<file path="src/rtl/game_event_gen.sv">
// game_event_gen
// Producer side of the scoreboard event interface. Tracks one descending row
// of NBLK blocks and evaluates each frame strobe for:
//   - the block row reaching the limit line (terminal)
//   - the ball dropping below the paddle (loss)
//   - the ball hitting a block (hit pulses)
//   - row descent every DESC_FRAMES frames
//
// Ports:
//   clock, reset   system clock, synchronous active-high reset
//   tick           one-cycle frame strobe
//   btn_start      debounced start button level; its rising edge is used
//   ball_x/ball_y  ball position
//   paddle_x       paddle left edge
//   start          game-running flag to the scoreboard
//   hit_block      HIT_LEN-cycle pulse per block hit
//   endgame_ball   one-cycle ball-lost pulse
//   endgame_block  row reached the limit line (held until reset)
//   ball_rst       one-cycle request to relaunch the ball
//   block_mask     1 = block present
//   block_y        current row top Y
module game_event_gen #(
  parameter int NBLK        = 8,
  parameter int BLK_W       = 80,
  parameter int BLK_H       = 16,
  parameter int Y0          = 40,
  parameter int DESC_FRAMES = 120,
  parameter int DESC_STEP   = 8,
  parameter int LIMIT_Y     = 400,
  parameter int PADDLE_Y    = 440,
  parameter int PADDLE_W    = 80,
  parameter int HIT_LEN     = 2,
  parameter int LIVES       = 10
) (
  input  logic            clock,
  input  logic            reset,
  input  logic            tick,
  input  logic            btn_start,
  input  logic [9:0]      ball_x,
  input  logic [9:0]      ball_y,
  input  logic [9:0]      paddle_x,
  output logic            start,
  output logic            hit_block,
  output logic            endgame_ball,
  output logic            endgame_block,
  output logic            ball_rst,
  output logic [NBLK-1:0] block_mask,
  output logic [9:0]      block_y
);

  localparam int FC_W = (DESC_FRAMES > 1) ? $clog2(DESC_FRAMES) : 1;
  localparam int HC_W = $clog2(HIT_LEN + 1);
  localparam int LV_W = $clog2(LIVES + 1);

  typedef enum logic [2:0] {
    S_IDLE, S_PLAY, S_LOSS, S_WAIT, S_OVER, S_DEAD
  } state_t;

  state_t            state, state_d;
  logic              btn_prev;
  logic [NBLK-1:0]   mask_d;
  logic [9:0]        y_d;
  logic [FC_W-1:0]   frame_cnt, frame_cnt_d;
  logic [LV_W-1:0]   lives, lives_d;
  logic [2:0]        pending, pending_d;
  logic [HC_W-1:0]   hit_cnt, hit_cnt_d;
  logic              ball_rst_d;

  logic              btn_rise;
  logic [10:0]       row_bot;
  logic [10:0]       pad_r;
  logic              limit_hit;
  logic              ball_lost;
  logic [9:0]        col;
  logic              in_row;
  logic [NBLK-1:0]   hit_vec;
  logic [NBLK-1:0]   mask_after;
  logic              hit_inc;
  logic              pulse_go;
  logic              leave_play;

  function automatic logic [2:0] sat_inc(input logic [2:0] v);
    return (v == 3'd7) ? v : v + 3'd1;
  endfunction

  assign btn_rise   = btn_start & ~btn_prev;
  assign row_bot    = {1'b0, block_y} + 11'(BLK_H);
  assign pad_r      = {1'b0, paddle_x} + 11'(PADDLE_W);
  assign limit_hit  = row_bot >= 11'(LIMIT_Y);
  assign ball_lost  = (ball_y >= 10'(PADDLE_Y)) &&
                      ((ball_x < paddle_x) || ({1'b0, ball_x} >= pad_r));
  assign col        = ball_x / 10'(BLK_W);
  assign in_row     = (ball_y >= block_y) && ({1'b0, ball_y} < row_bot);

  // One-hot selection of the struck block; columns past the row never match.
  always_comb begin
    hit_vec = '0;
    for (int i = 0; i < NBLK; i++)
      hit_vec[i] = in_row && (col == 10'(i)) && block_mask[i];
  end

  assign mask_after = block_mask & ~hit_vec;

  // Next state and row bookkeeping
  always_comb begin
    state_d     = state;
    mask_d      = block_mask;
    y_d         = block_y;
    frame_cnt_d = frame_cnt;
    lives_d     = lives;
    ball_rst_d  = 1'b0;
    hit_inc     = 1'b0;
    case (state)
      S_IDLE: begin
        if (btn_rise) begin
          state_d    = S_PLAY;
          ball_rst_d = 1'b1;
        end
      end
      S_PLAY: begin
        if (tick) begin
          if (limit_hit) begin
            state_d = S_OVER;
          end else if (ball_lost) begin
            state_d = S_LOSS;
          end else if (|hit_vec) begin
            hit_inc = 1'b1;
            // Clearing the last block starts a fresh wave at the top.
            if (mask_after == '0) begin
              mask_d = '1;
              y_d    = 10'(Y0);
            end else begin
              mask_d = mask_after;
            end
          end else if (frame_cnt == FC_W'(DESC_FRAMES - 1)) begin
            frame_cnt_d = '0;
            y_d         = block_y + 10'(DESC_STEP);
          end else begin
            frame_cnt_d = frame_cnt + FC_W'(1);
          end
        end
      end
      S_LOSS: begin
        lives_d = lives - LV_W'(1);
        state_d = (lives <= LV_W'(1)) ? S_DEAD : S_WAIT;
      end
      S_WAIT: begin
        if (btn_rise) begin
          state_d     = S_PLAY;
          ball_rst_d  = 1'b1;
          frame_cnt_d = '0;
        end
      end
      S_OVER:  state_d = S_OVER;
      S_DEAD:  state_d = S_DEAD;
      default: state_d = S_IDLE;
    endcase
  end

  // Hit pulse generator: a new pulse may start only once hit_cnt is back at
  // zero, which guarantees one low cycle between pulses. A hit arriving on the
  // same cycle as an idle generator starts the pulse immediately.
  assign leave_play = (state_d != S_PLAY);
  assign pulse_go   = (hit_cnt == '0) && ((pending != 3'd0) || hit_inc);

  always_comb begin
    pending_d = pending;
    hit_cnt_d = hit_cnt;
    if (leave_play) begin
      pending_d = 3'd0;
      hit_cnt_d = '0;
    end else begin
      case ({hit_inc, pulse_go})
        2'b10:   pending_d = sat_inc(pending);
        2'b01:   pending_d = pending - 3'd1;
        default: pending_d = pending;
      endcase
      if (pulse_go)
        hit_cnt_d = HC_W'(HIT_LEN);
      else if (hit_cnt != '0)
        hit_cnt_d = hit_cnt - HC_W'(1);
    end
  end

  always_ff @(posedge clock) begin
    if (reset) begin
      state      <= S_IDLE;
      btn_prev   <= 1'b0;
      block_mask <= '1;
      block_y    <= 10'(Y0);
      frame_cnt  <= '0;
      lives      <= LV_W'(LIVES);
      pending    <= 3'd0;
      hit_cnt    <= '0;
      ball_rst   <= 1'b0;
    end else begin
      state      <= state_d;
      btn_prev   <= btn_start;
      block_mask <= mask_d;
      block_y    <= y_d;
      frame_cnt  <= frame_cnt_d;
      lives      <= lives_d;
      pending    <= pending_d;
      hit_cnt    <= hit_cnt_d;
      ball_rst   <= ball_rst_d;
    end
  end

  assign start         = (state == S_PLAY) || (state == S_LOSS) || (state == S_OVER);
  assign hit_block     = (hit_cnt != '0);
  assign endgame_ball  = (state == S_LOSS);
  assign endgame_block = (state == S_OVER);

endmodule

</file>
<file path="config.mk">
export PLATFORM = sky130hd
export DESIGN_NAME = game_event_gen
export DESIGN_NICKNAME = d
export VERILOG_FILES = /design/src/rtl/game_event_gen.sv
export SDC_FILE = /design/constraint.sdc
export NUM_CORES = 1
export LEC_CHECK = 0
export CORE_MARGIN = 1.5
export CORE_UTILIZATION = 40
export CTS_CLUSTER_DIAMETER = 120
export CTS_CLUSTER_SIZE = 40
export DETAILED_ROUTE_END_ITERATION = 16
export PLACE_DENSITY = 0.6
export SYNTH_ARGS = -nofsm -noshare
export SYNTH_HDL_FRONTEND = slang
export SYNTH_SLANG_ARGS = --single-unit
</file>
<file path="constraint.sdc">
create_clock -name clock -period 4.9 [get_ports clock]
set_input_delay 0.735 -clock clock [delete_from_list [all_inputs] [get_ports clock]]
set_output_delay 0.735 -clock clock [all_outputs]
set_load 0.02 [all_outputs]
</file>
======== Yosys cells after proc, flatten, opt, wreduce, memory -nomap -nowiden ========
Index checks and enable logic that the tools add are counted.
Widths: inputs -> output; s select.
word-level totals
  logic and storage cells ................. 126
  output and inout bits ................... 23
  flip-flop bits (word level) ............. 39
  bits of input ports ..................... 34
operators by class
  bitwise gates (word level) .............. 7
  $add $sub $neg .......................... 8
  mux-type cells .......................... 27
  equality and inequality tests ........... 24
  divide/modulo/power cells ............... 1
  order comparisons ....................... 7
  reductions and logical operators ........ 42
operators by type and width
  operator               number
  $mux 7                 6
  $eq 10x3->1 const B    4
  $mux 10                3
  $eq 10x2->1 const B    2
  $logic_and 1x1->1      19
  $mux 3                 6
  $pmux 3 s5             1
  $pmux 7 s2             1
  $ne 2x2->1 const B     6
  $reduce_and 6->1       2
  $add 10x5->11 const B  1
  $add 10x7->11 const B  1
  $ge 10x11->1           1
  $ge 11x9->1 const B    1
  $lt 10x11->1           1
  $add 10x4->10 const B  1
  $div 10x7->10 const B  1
  $eq 10x1->1 const B    1
  $ge 10x10->1           1
  $ge 10x9->1 const B    1
  $logic_not 10->1       1
  $lt 10x10->1           1
  $reduce_bool 2->1      5
  $eq 3x3->1 const B     3
  31 further kinds       46

======== Depth between registers and ports, before layout ========
Gate-level depths: netlist of run 1.
  depth after elaboration ................. 16
  mapped depth ............................ 17
  depth with buffers taken out ............ 16

======== Worst setup path before layout of run 1 ========
Ideal clock, no wire load.
  kind .................................... input port to flip-flop
  from .................................... input port paddle_x[1]
  to ...................................... register pending[2]
  data arrival time ....................... 3.642 ns
  setup slack ............................. 1.141 ns
  setup time .............................. 0.116 ns
  stages .................................. 15
  buffers on the path ..................... 1
  cell sequence ........................... inv_1 > ha_1 > nor2b_1 > o21a_1 > o21ai_0 > a21oi_1 > or4_1 > and3_1 > a21bo_2 > buf_2 > nand2_1 > fa_1 > nor2b_1 > a31o_2 > o211a_1
on the way
  longest elaborated chain between the ends .. 13
RTL lines
  item                                                              RTL line  RTL
  start: declaration                                                41        input logic [9:0] paddle_x,
  $add 10x7->11                                                     88        assign pad_r = {1'b0, paddle_x} + 11'(PADDLE_W);
  $ge 10x11->1                                                      91        ((ball_x < paddle_x) || ({1'b0, ball_x} >= pad_r));
  $logic_or 1x1->1 *                                                91
  $logic_and 1x1->1 *                                               90        assign ball_lost = (ball_y >= 10'(PADDLE_Y)) &&
  $mux 1                                                            124       end else if (ball_lost) begin
  $mux 1                                                            122       if (limit_hit) begin
  $mux 1                                                            121       if (tick) begin
  $mux 1                                                            113       case (state)
  $logic_or 1x1->1                                                  164       assign pulse_go = (hit_cnt == '0) && ((pending != 3'd0) || hit_inc);
  $logic_and 1x1->1                                                 164
  $eq 2x2->1 / $eq 2x1->1 (equally long branches)                   173       case ({hit_inc, pulse_go})
  $ne 2x2->1 (no line) / $reduce_bool 2->1 (equally long branches)  --
  $reduce_and 2->1 (no line)                                        --
  end signal: assignment                                            203       pending <= pending_d;
  end: declaration                                                  65        logic [2:0] pending, pending_d;
Every way passes the cells marked *; elsewhere a longest branch is shown, timed or not.
A chain may end at the register's enable or synchronous reset.

======== Worst setup path in the final report of run 1 ========
Ends and elaborated chain as after synthesis.

==> results by group, run 1 <==
Pwr
  • Leakage power: 1.63 nW
  • VDD IR max: 95.7 uV
  • Total chip power: 0.000699 W
  • PwrDens: 175 mW/mm2

GRT
  • First-pass GRT wire length: 13.8 mm
  • Grt total ovfl: 0
  • Gr usage total: 19.0%
  • Largest net degree at the start of global routing: 21
  • Initial antenna violation count: 0
  • Vias in the first global route: 3028

Placement
  • # port buffers: 50
  • DP Area: 0.00392 mm2
  • Place WS: 0.433 ns
  • DPL Wire Length: 6.25 mm
  • GP Congestion: 0.879

Clock network
  • CTS Buf Count: 5
  • Hold buffers post-CTS: 0
  • CTS sink count: 36
  • CTS resizes: 0
  • Worst-Skew Late Latency: 0.29 ns
  • CTS root buf: clkbuf_8
  • CTS Buffer Depth: 2
  • Post-CTS setup buffers: 0
  • Clock slew at reported path FFs: 0.07 ns
  • CTS tree: built
  • H-Tree Depth: 2

Worst hold path
  • Worst Hold Endpoint: frame_cnt[1]
  • Hold Crit Depth: 2
  • Hold Path Origin: frame_cnt[1]
  • Worst hold-check path type: reg2reg

Timing
  • Setup Skew: 0.00662 ns
  • Setup ws final: 0.700 ns
  • Total negative slack: 0 ns
  • Minimum clock period: 4.20 ns
  • Slew Viols, Final: 0
  • Highest achievable clock rate: 0.238 GHz
  • Final setup vio count: 0
  • RSZ-0062 raised after global routing: no
  • Worst slew margin: 53.6%
  • Final Hold Vio Count: 0
  • Part of the cycle the worst path needs: 85.7%
  • Worst slew pin tran: 0.696 ns

Synth
  • Yosys reg bits: 36
  • Mapped cell area: 0.00332 mm2
  • Post-synthesis compound-gate area fraction: 27.8%
  • Library cells used by synthesis: 70
  • XOR/XNOR Fraction of Synth Area: 3.39%
  • Syn_area_per_cell: 7.68 um2
  • YS warnings: 0
  • EDFF count, synth: 0
  • Post-synthesis sequential area ratio: 21.7%
  • Post-synthesis simple-gate area fraction: 24.6%
  • Synth Instances: 432
  • Post-synth ARST share: 0%
  • Mux cell area share after synthesis: 1.55%
  • Main synth FF type: dfxtp_1
  • Main combinational cell family by area after synthesis: compound AO/OA/AOI/OAI gates
  • Post-synthesis adder-cell area fraction: 14.2%

Setup path
  • Worst R2R Start: block_y[4]
  • Crit path buf inv count: 2
  • Critical path's top delay family: compound AO/OA/AOI/OAI gates
  • Worst setup path class: in2reg
  • CP max FO: 11
  • R2R Path End: block_y[4]
  • CP Cell Sequence: clkdlybuf4s50_1 > inv_1 > ha_1 > nor2b_1 > o21a_1 > o21ai_0 > a21oi_1 > or4_1 > and3_1 > a21bo_2 > nand2_1 > fa_1 > nor2b_1 > a31o_2 > o211a_1
  • R2R setup slack: 0.99 ns
  • Required time of the critical path: 5.08 ns
  • Critical Path Sink Type: register
  • Crit start category: primary input
  • CP peak stage delay: 0.58 ns
  • Slowest cell on crit path: or4_1
  • WP data arrival: 4.38 ns
  • Most used cell, CP: nor2b_1
  • R2R depth: 11

Final layout
  • Commonest cells after routing, fill and taps aside: clkdlybuf4s50_1, ha_1, dfxtp_1
  • Diodes inserted: 0
  • Final instance area: 0.00400 mm2
  • Fillers: 806
  • Commonest non-fill, non-tap cell in the layout: clkdlybuf4s50_1
  • Area delta synth->final: 20.6%
  • Final nets: 551
  • Share of cells above drive strength 1: 5.83%
  • Final core occ: 49.2%

Floorplan
  • Initial Util: 40.8%
  • Core area: 0.00813 mm2
  • I/O pin cnt: 57
  • Rows: 33
  • Die area: 0.00885 mm2
  • Chip width: 94.1 um
  • Die Ht: 94.1 um

Route
  • Routed Antenna Nets: 0
  • Routed WL: 8.15 mm
  • DRC viols: 0
  • Via density: 5.54
  • Iter 0 DRT Violations: 132
  • Wire per inst: 13.9 um
  • Vias after detailed routing: 3239
  • Drt first pass iters: 4

Run
  • Max-Cap Viols: 0

Outcome
  • Outcome: finished, final reports clean
==> kinds of logic after synthesis <==
family / Yosys count
compound gates: 135
xor+xnor: 12
fa+ha+maj: 37
buf+inv: 53
flops: 36
mux: 5
other cells: 1
simple gates: 153
==> synthesized netlist by cell type, types with 4 or more instances <==
| master | n | area [um2] |
|---|---|---|
| dfxtp_1 | 36 | 721 |
| ha_1 | 36 | 450 |
| inv_1 | 33 | 124 |
| nor2_1 | 32 | 120 |
| a21oi_1 | 30 | 150 |
| nand2_1 | 29 | 109 |
| o21ai_0 | 23 | 115 |
| nand3_1 | 18 | 90.1 |
| nor2b_1 | 10 | 62.6 |
| nor3_1 | 9 | 45.0 |
| a21o_1 | 8 | 60.1 |
| clkbuf_1 | 8 | 30.0 |
| o21a_1 | 8 | 60.1 |
| xnor2_1 | 8 | 70.1 |
| a21boi_0 | 7 | 52.6 |
| and3_1 | 7 | 43.8 |
| buf_2 | 7 | 35.0 |
| nand2b_1 | 7 | 43.8 |
| or3_1 | 6 | 37.5 |
| a31oi_1 | 5 | 31.3 |
| o21ai_1 | 5 | 25.0 |
| a211o_1 | 4 | 35.0 |
| and4_1 | 4 | 35.0 |
| buf_4 | 4 | 30.0 |
| mux2i_1 | 4 | 40.0 |
| nand3b_1 | 4 | 30.0 |
| nor4_1 | 4 | 25.0 |
| o31ai_1 | 4 | 30.0 |
| or4_1 | 4 | 30.0 |
==> per-stage QoR <==
step | instances | hold slack (ns)
after floorplan | 434 | 0.459
after global placement | 578 | 0.475
after detailed placement | 578 | 0.485
after CTS | 585 | 0.499
after global routing | 585 | 0.518
final | 585 | 0.496
==> worst max path at each step <==
stage	from	slack, ns	endpoint	depth (start not counted)
global placement	paddle_x[1]	0.47	pending[2]	15
floorplan	paddle_x[1]	1.14	pending[2]	15
finish	paddle_x[1]	0.70	pending[2]	15
CTS	paddle_x[1]	0.72	pending[2]	15
detailed placement	paddle_x[1]	0.43	pending[2]	15
global route	paddle_x[4]	0.49	frame_cnt[0]	12
==> per-layer routing <==
metal  part of all wire, %  vias to the layer above  GRT usage (%)
met2                    44                       69           30.0
met1                    51                     1489           26.9
met4                   1.1                        0           4.98
met3                   3.7                        9           2.99
met5                     0                        -              0
li1                      -                     1672              -
==> final cells by class <==
| class | instances | area (um2) | area share, % |
|---|---|---|---|
| clock buffer | 6 | 72.6 | 1.81 |
| clock inverter | 1 | 5.00 | 0.125 |
| inverter | 34 | 128 | 3.19 |
| multi-input combinational | 345 | 2380 | 59.6 |
| sequential | 36 | 721 | 18.0 |
| tap | 105 | 131 | 3.28 |
| timing repair buffer | 58 | 561 | 14.0 |
==> flip-flops by register name (all words and copies together), names as in the netlist <==
signal and flops:
btn_prev 1, lives 4, block_mask 8, hit_cnt 2, frame_cnt 7, ball_rst 1
pending 3, block_y 7, state 3
==> report_power, final <==
part / total [W] / switching, W / internal [W]
clock: 0.000201 / 0.000105 / 0.0000967
sequential: 0.000302 / 0.00000511 / 0.000297
combinational: 0.000196 / 0.000107 / 0.0000891
==> tightest hold or removal path, stage by stage, from the launching register on <==
cell     delay, ns
dfxtp_1       0.33
nand3_1       0.07
a21oi_1       0.06
(Power assumes the default switching activity.)
==> run 2: changes to the inputs <==
Settings changed: CTS_CLUSTER_SIZE 40 to unset.
==> results of run 2 <==
Same layout as run 1: the final DEF is identical, and so are final timing and power.
==> run 3: changes to the inputs <==
Settings changed: ABC_CLOCK_PERIOD_IN_PS set to 4900, CTS_CLUSTER_DIAMETER 120 to 80.
==> results of run 3 <==
Same layout as run 1: the final DEF is identical, and so are final timing and power.
